===== config.mk =====
export PLATFORM = sky130hd
export DESIGN_NAME = ram_bus_arbiter
export DESIGN_NICKNAME = d
export VERILOG_FILES = /design/src/rtl/ram_arb_pkg.sv /design/src/rtl/z80_byte_lane.sv /design/src/rtl/ram_bus_arbiter.sv
export SDC_FILE = /design/constraint.sdc
export NUM_CORES = 1
export LEC_CHECK = 0
export CAP_MARGIN = 20
export CELL_PAD_IN_SITES_DETAIL_PLACEMENT = 1
export CELL_PAD_IN_SITES_GLOBAL_PLACEMENT = 1
export CORE_ASPECT_RATIO = 2
export CORE_UTILIZATION = 34
export CTS_CLUSTER_DIAMETER = 50
export DETAILED_ROUTE_END_ITERATION = 16
export GPL_ROUTABILITY_DRIVEN = 0
export PLACE_DENSITY = 0.95
export RECOVER_POWER = 50
export SYNTH_ARGS = -nofsm -noshare
export SYNTH_HDL_FRONTEND = slang
export SYNTH_SLANG_ARGS = --single-unit

===== constraint.sdc =====
create_clock -name clk -period 4.67 [get_ports clk]
set_clock_uncertainty 0.05 [all_clocks]
set_input_delay 1.1675 -clock clk [delete_from_list [all_inputs] [get_ports clk]]
set_output_delay 1.1675 -clock clk [all_outputs]
set_load 0.03 [all_outputs]

===== src/rtl/ram_arb_pkg.sv =====
// Shared types and constants for the M68/Z80 work-RAM arbiter.
package ram_arb_pkg;

  typedef enum logic [1:0] {
    IDLE    = 2'd0,
    ACCESS  = 2'd1,
    CAPTURE = 2'd2,
    ACK     = 2'd3
  } arb_state_t;

  localparam logic [1:0] OWN_NONE = 2'b00;
  localparam logic [1:0] OWN_M68  = 2'b01;
  localparam logic [1:0] OWN_Z80  = 2'b10;

  localparam logic [1:0] LANE_HI = 2'b10;
  localparam logic [1:0] LANE_LO = 2'b01;

  localparam int STARVE_W = 4;

  // Even Z80 byte addresses live in the upper half of the RAM word.
  function automatic logic [1:0] lane_be(input logic bsel);
    return bsel ? LANE_LO : LANE_HI;
  endfunction

endpackage


===== src/rtl/z80_byte_lane.sv =====
// Z80 byte-lane mapping onto the 16-bit RAM word: write replication,
// byte-enable generation and read byte selection.
module z80_byte_lane
  import ram_arb_pkg::*;
(
  input  logic        i_bsel,
  input  logic [7:0]  i_wbyte,
  input  logic        i_rsel,
  input  logic [15:0] i_rword,
  output logic [15:0] o_wword,
  output logic [1:0]  o_be,
  output logic [7:0]  o_rbyte
);

  assign o_wword = {i_wbyte, i_wbyte};
  assign o_be    = lane_be(i_bsel);
  assign o_rbyte = i_rsel ? i_rword[7:0] : i_rword[15:8];

endmodule


===== src/rtl/ram_bus_arbiter.sv =====
// Single-port work-RAM arbiter: fixed M68 priority with a Z80 starvation guard.
// Optional M68 bus lock is enabled with macro ARB_LOCK_EN.
module ram_bus_arbiter
  import ram_arb_pkg::*;
#(
  parameter int ADDR_W       = 12,
  parameter int STARVE_LIMIT = 4
) (
  input  logic              clk,
  input  logic              rst,
  input  logic              m68_req,
  input  logic              m68_we,
  input  logic [1:0]        m68_be,
  input  logic [ADDR_W-1:0] m68_addr,
  input  logic [15:0]       m68_wdata,
`ifdef ARB_LOCK_EN
  input  logic              m68_lock,
`endif
  output logic              m68_ack,
  output logic [15:0]       m68_rdata,
  input  logic              z80_req,
  input  logic              z80_we,
  input  logic [ADDR_W:0]   z80_addr,
  input  logic [7:0]        z80_wdata,
  output logic              z80_ack,
  output logic [7:0]        z80_rdata,
  output logic              ram_en,
  output logic              ram_we,
  output logic [1:0]        ram_be,
  output logic [ADDR_W-1:0] ram_addr,
  output logic [15:0]       ram_wdata,
  input  logic [15:0]       ram_rdata,
  output logic [1:0]        owner
);

  localparam logic [STARVE_W-1:0] LIMIT = STARVE_W'(STARVE_LIMIT);

  arb_state_t          r_state;
  logic [1:0]          r_owner;
  logic [STARVE_W-1:0] r_starve;
  logic                r_zsel;
  logic                r_ram_en;
  logic                r_ram_we;
  logic [1:0]          r_ram_be;
  logic [ADDR_W-1:0]   r_ram_addr;
  logic [15:0]         r_ram_wdata;
  logic                r_m68_ack;
  logic                r_z80_ack;
  logic [15:0]         r_m68_rdata;
  logic [7:0]          r_z80_rdata;

  logic                w_grant_m68;
  logic                w_grant_z80;
  logic                w_lock_act;
  logic                w_lock_win;
  logic [15:0]         w_z_wword;
  logic [1:0]          w_z_be;
  logic [7:0]          w_z_rbyte;

  z80_byte_lane u_lane (
    .i_bsel  (z80_addr[0]),
    .i_wbyte (z80_wdata),
    .i_rsel  (r_zsel),
    .i_rword (ram_rdata),
    .o_wword (w_z_wword),
    .o_be    (w_z_be),
    .o_rbyte (w_z_rbyte)
  );

`ifdef ARB_LOCK_EN
  logic r_lock;

  assign w_lock_act = r_lock & m68_lock;
  assign w_lock_win = m68_lock;

  // Lock arms on an M68 win with m68_lock high; any IDLE cycle with it low releases it.
  always_ff @(posedge clk or posedge rst) begin
    if (rst) begin
      r_lock <= 1'b0;
    end else if (r_state == IDLE) begin
      if (w_grant_m68 && m68_lock) begin
        r_lock <= 1'b1;
      end else if (!m68_lock) begin
        r_lock <= 1'b0;
      end
    end
  end
`else
  assign w_lock_act = 1'b0;
  assign w_lock_win = 1'b0;
`endif

  // Winner selection; only consumed while the FSM sits in IDLE.
  always_comb begin
    w_grant_m68 = 1'b0;
    w_grant_z80 = 1'b0;
    if (w_lock_act) begin
      w_grant_m68 = m68_req;
    end else if (m68_req && z80_req) begin
      if (r_starve >= LIMIT) begin
        w_grant_z80 = 1'b1;
      end else begin
        w_grant_m68 = 1'b1;
      end
    end else if (m68_req) begin
      w_grant_m68 = 1'b1;
    end else if (z80_req) begin
      w_grant_z80 = 1'b1;
    end else begin
      w_grant_m68 = 1'b0;
    end
  end

  // Access sequencer: latch winner, one RAM strobe, capture, one-cycle ack.
  always_ff @(posedge clk or posedge rst) begin
    if (rst) begin
      r_state     <= IDLE;
      r_owner     <= OWN_NONE;
      r_starve    <= '0;
      r_zsel      <= 1'b0;
      r_ram_en    <= 1'b0;
      r_ram_we    <= 1'b0;
      r_ram_be    <= 2'b00;
      r_ram_addr  <= '0;
      r_ram_wdata <= 16'h0000;
      r_m68_ack   <= 1'b0;
      r_z80_ack   <= 1'b0;
      r_m68_rdata <= 16'h0000;
      r_z80_rdata <= 8'h00;
    end else begin
      case (r_state)
        IDLE: begin
          if (w_grant_m68) begin
            r_state     <= ACCESS;
            r_owner     <= OWN_M68;
            r_ram_en    <= 1'b1;
            r_ram_we    <= m68_we;
            r_ram_be    <= m68_be;
            r_ram_addr  <= m68_addr;
            r_ram_wdata <= m68_wdata;
            if (z80_req && !w_lock_win && (r_starve < LIMIT)) begin
              r_starve <= r_starve + 1'b1;
            end
          end else if (w_grant_z80) begin
            r_state     <= ACCESS;
            r_owner     <= OWN_Z80;
            r_ram_en    <= 1'b1;
            r_ram_we    <= z80_we;
            r_ram_be    <= w_z_be;
            r_ram_addr  <= z80_addr[ADDR_W:1];
            r_ram_wdata <= w_z_wword;
            r_zsel      <= z80_addr[0];
            r_starve    <= '0;
          end else begin
            r_owner <= OWN_NONE;
          end
        end
        ACCESS: begin
          r_ram_en <= 1'b0;
          r_state  <= CAPTURE;
        end
        CAPTURE: begin
          if (r_owner == OWN_M68) begin
            r_m68_ack <= 1'b1;
            if (!r_ram_we) begin
              r_m68_rdata <= ram_rdata;
            end
          end else begin
            r_z80_ack <= 1'b1;
            if (!r_ram_we) begin
              r_z80_rdata <= w_z_rbyte;
            end
          end
          r_state <= ACK;
        end
        ACK: begin
          r_m68_ack <= 1'b0;
          r_z80_ack <= 1'b0;
          r_owner   <= OWN_NONE;
          r_state   <= IDLE;
        end
        default: begin
          r_state <= IDLE;
        end
      endcase
    end
  end

  assign m68_ack   = r_m68_ack;
  assign m68_rdata = r_m68_rdata;
  assign z80_ack   = r_z80_ack;
  assign z80_rdata = r_z80_rdata;
  assign ram_en    = r_ram_en;
  assign ram_we    = r_ram_we;
  assign ram_be    = r_ram_be;
  assign ram_addr  = r_ram_addr;
  assign ram_wdata = r_ram_wdata;
  assign owner     = r_owner;

endmodule


==> qor.yml <==
worst_setup_path:
  cp.arrival_ns: 3.80
  reg2reg_depth: 5
  worstSetupPathDepth: 5
  cp_num_buf_inv: 2
  max_stage_delay_ns: 2.20
  worstPathRequired_ns: 4.83
  worst_path_max_delay_cell: "nor3b_1"
  startpoint_type: "register"
  crit_path_max_fanout: 16
  path_delay_family: "simple AND/OR/NAND/NOR gates"
  path_common_cell: "inv_1"
  path_cells: "inv_1 > ha_1 > inv_1 > nor3b_1 > mux2_2"
  worstSetupEndpointType: "register"
  worstSetupPathType: "reg -> reg"
clock_tree:
  cts_sinks: 67
  cts_max_level: 3
  hold_buffers: 0
  cts_tree: "built"
  cts_setup_buffers: 0
  cts_buffers: 9
  clk_latency_ns: 0.33
  cts_root_buf: "clkbuf_16"
  clockBufferDepth: 2
  clk_pin_slew_ns: 0.05
  ctsResizeCount: 0
outcome:
  status: "complete, but fails checks"
  violations: "capacitance limit, slew limit"
sta:
  fmax_mhz: 275
  hold_viol: 0
  tightest_slew_ns: 2.90
  rsz0062_at_grt: "no"
  tns_ns: 0
  period_share_pct: 78.0
  finalCriticalPeriod_ns: 3.64
  finalSetupViolations: 0
  slew_violations: 62
  slew_headroom_pct: -93.8
floorplan:
  ioPinCount: 133
  core_region_area_um2: 8950
  die_h_um: 137
  num_rows: 49
  die-area_um2: 9540
  initial_core_util_pct: 34.7
  die_w_um: 69.6
min_path:
  hold_path.class: "reg -> reg"
  whs_path_depth: 1
final_layout:
  utilization_pct: 53.8
  layout-drive-gt1-share_pct: 12.6
  fin_nets: 492
  areaGrowthSynthToFinish_pct: 55.2
  antenna_cells: 0
power:
  peakVddDrop_uv: 350
  p_leak_nw: 1.98
  p_total_mw: 3.71
  p_per_area_nw_per_um2: 769
route:
  dr.pass1.iters: 6
  met3_length_um: 492
  vias: 2819
  routed_wl_mm: 9.87
  wl_met1_mm: 3.45
  wl_met2_mm: 5.63
  vias_per_cell: 5.41
  wl_per_cell_um: 18.9
  ant_nets: 0
  routed.top_layer: "met4"
  drcViolationCount: 0
  initialDrtViolationCount: 87
yosys:
  synth_cells: 286
  syn_avg_cell_area_um2: 10.8
  ys_warn_count: 0
  ys_seq_area_share_pct: 54.0
  ys_types: 32
  ys_ff_latch: 67
  netlist_area_um2: 3100
  syn_nets: 364
  synthTopCellsByArea: "dfrtp_1, mux2_2, mux2_4"
  synth_area_leader_cell: "dfrtp_1"
  yosys.area.top_type_share_pct: 54.0
grt:
  grt_pass1_vias: 3232
  grt_first_pass_wirelength_mm: 16.0
  grt_max_degree: 45
  grt_usage_pct: 21.9
  overflow: 0
  grt_antenna_before_repair: 0
place:
  hpwl_mm: 7.24
  port_buffers: 132
job:
  cap_violations: 2
==> state kept, by name, indices dropped and copies added, names as in the netlist, 2 cells and up <==
| signal | cells |
|---|---|
| z80_rdata | 8 |
| m68_rdata | 16 |
| r_state | 2 |
| ram_be | 2 |
| ram_addr | 12 |
| owner | 2 |
| r_starve | 4 |
| ram_wdata | 16 |
==> power by group <==
| part | switching, mW | internal, mW |
|---|---|---|
| clock network | 0.246 | 0.495 |
| registers | 0.194 | 0.869 |
| logic | 1.06 | 0.840 |
==> cells in the final DEF, fill, tap and decap left out, types with 2 or more instances in the layout <==
cell             Yosys  final
a21oi_1             17     17
a31oi_1             16     16
buf_4                0      4
bufinv_16            0      2
clkbuf_16            0      9
clkbuf_8             0      2
clkdlybuf4s50_1      0    130
dfrtp_1             67     67
dlygate4sd3_1        0      2
ha_1                 5      5
inv_1                6      6
mux2_1               0      2
mux2_2              22     20
mux2_4              10     10
nand2_1             40     40
nand3_1              3      3
nand4_1             14     14
nor2_1              17     17
nor3_1               1      2
nor3b_1              1      2
o211ai_1            14     14
o21a_1               2      2
o21ai_0             16     17
o2bb2ai_1            2      2
o31ai_1              2      2
==> cell type report <==
cell class,count,area (um^2)
clock buffer,12,256
fill,965,4130
tap,102,128
timing repair buffer,137,1370
sequential,67,1680
multi-input combinational,193,1290
inverter,6,22.5
clock inverter,4,72.6
==> cell usage after synthesis <==
library cell	n
a21o_1	1
a21oi_1	17
a31oi_1	16
and2_1	1
buf_1	3
buf_12	1
buf_2	4
clkbuf_1	12
dfrtp_1	67
ha_1	5
inv_1	6
mux2_2	22
mux2_4	10
nand2_1	40
nand3_1	3
nand3b_1	1
nand4_1	14
nor2_1	17
nor2b_4	1
nor3_1	1
nor3_2	1
nor3b_1	1
nor3b_4	1
o211ai_1	14
o21a_1	2
o21ai_0	16
o21ai_1	2
o22a_1	1
o2bb2ai_1	2
o31ai_1	2
o41ai_1	1
or3b_2	1
==> metal layers <==
layer,up-vias,global-route usage (%)
met4,0,11.9
met3,22,4.64
met5,-,0
met2,114,40.6
met1,1398,22.8
li1,1285,-
==> through the flow <==
| step | std cells | setup slack, ns | hold slack (ns) | area [um^2] |
|---|---|---|---|---|
| after floorplan | 286 | 1.77 | 0.404 | 3100 |
| after global placement | 504 | 1.37 | 0.414 | 4490 |
| after detailed placement | 505 | 1.27 | 0.440 | 4510 |
| after CTS | 521 | 1.58 | 0.452 | 4840 |
| after global routing | 521 | 0.722 | 0.472 | 4820 |
| final | 521 | 1.03 | 0.442 | 4820 |
==> worst paths after layout <==
path                                        start                  endpoint  slack, ns
setup / recovery           r_state[0]$_DFFE_PP0P_  m68_rdata[5]$_DFFE_PP0P_       1.03
hold / removal                z80_ack$_DFFE_PP0P_       z80_ack$_DFFE_PP0P_       0.44
setup reg to reg           r_state[0]$_DFFE_PP0P_  m68_rdata[5]$_DFFE_PP0P_       1.03
hold reg to reg               z80_ack$_DFFE_PP0P_       z80_ack$_DFFE_PP0P_       0.44
max in group asynchronous                     rst       m68_ack$_DFFE_PP0P_       1.70
min in group asynchronous                     rst  m68_rdata[0]$_DFFE_PP0P_       1.74
==> cell families (layout without fill, tap and decap cells) <==
logic type | Yosys count | count (layout) | synth area share [%]
AND/OR/NAND/NOR | 82 | 82 | 12.7
AO/OA/AOI/OAI | 74 | 74 | 14.6
flip-flops | 67 | 67 | 54.0
multiplexers | 32 | 32 | 12.8
buffers and inverters | 26 | 159 | 3.83
adder cells (fa/ha/maj) | 5 | 5 | 2.02
Power figures use the tool's default switching activity.
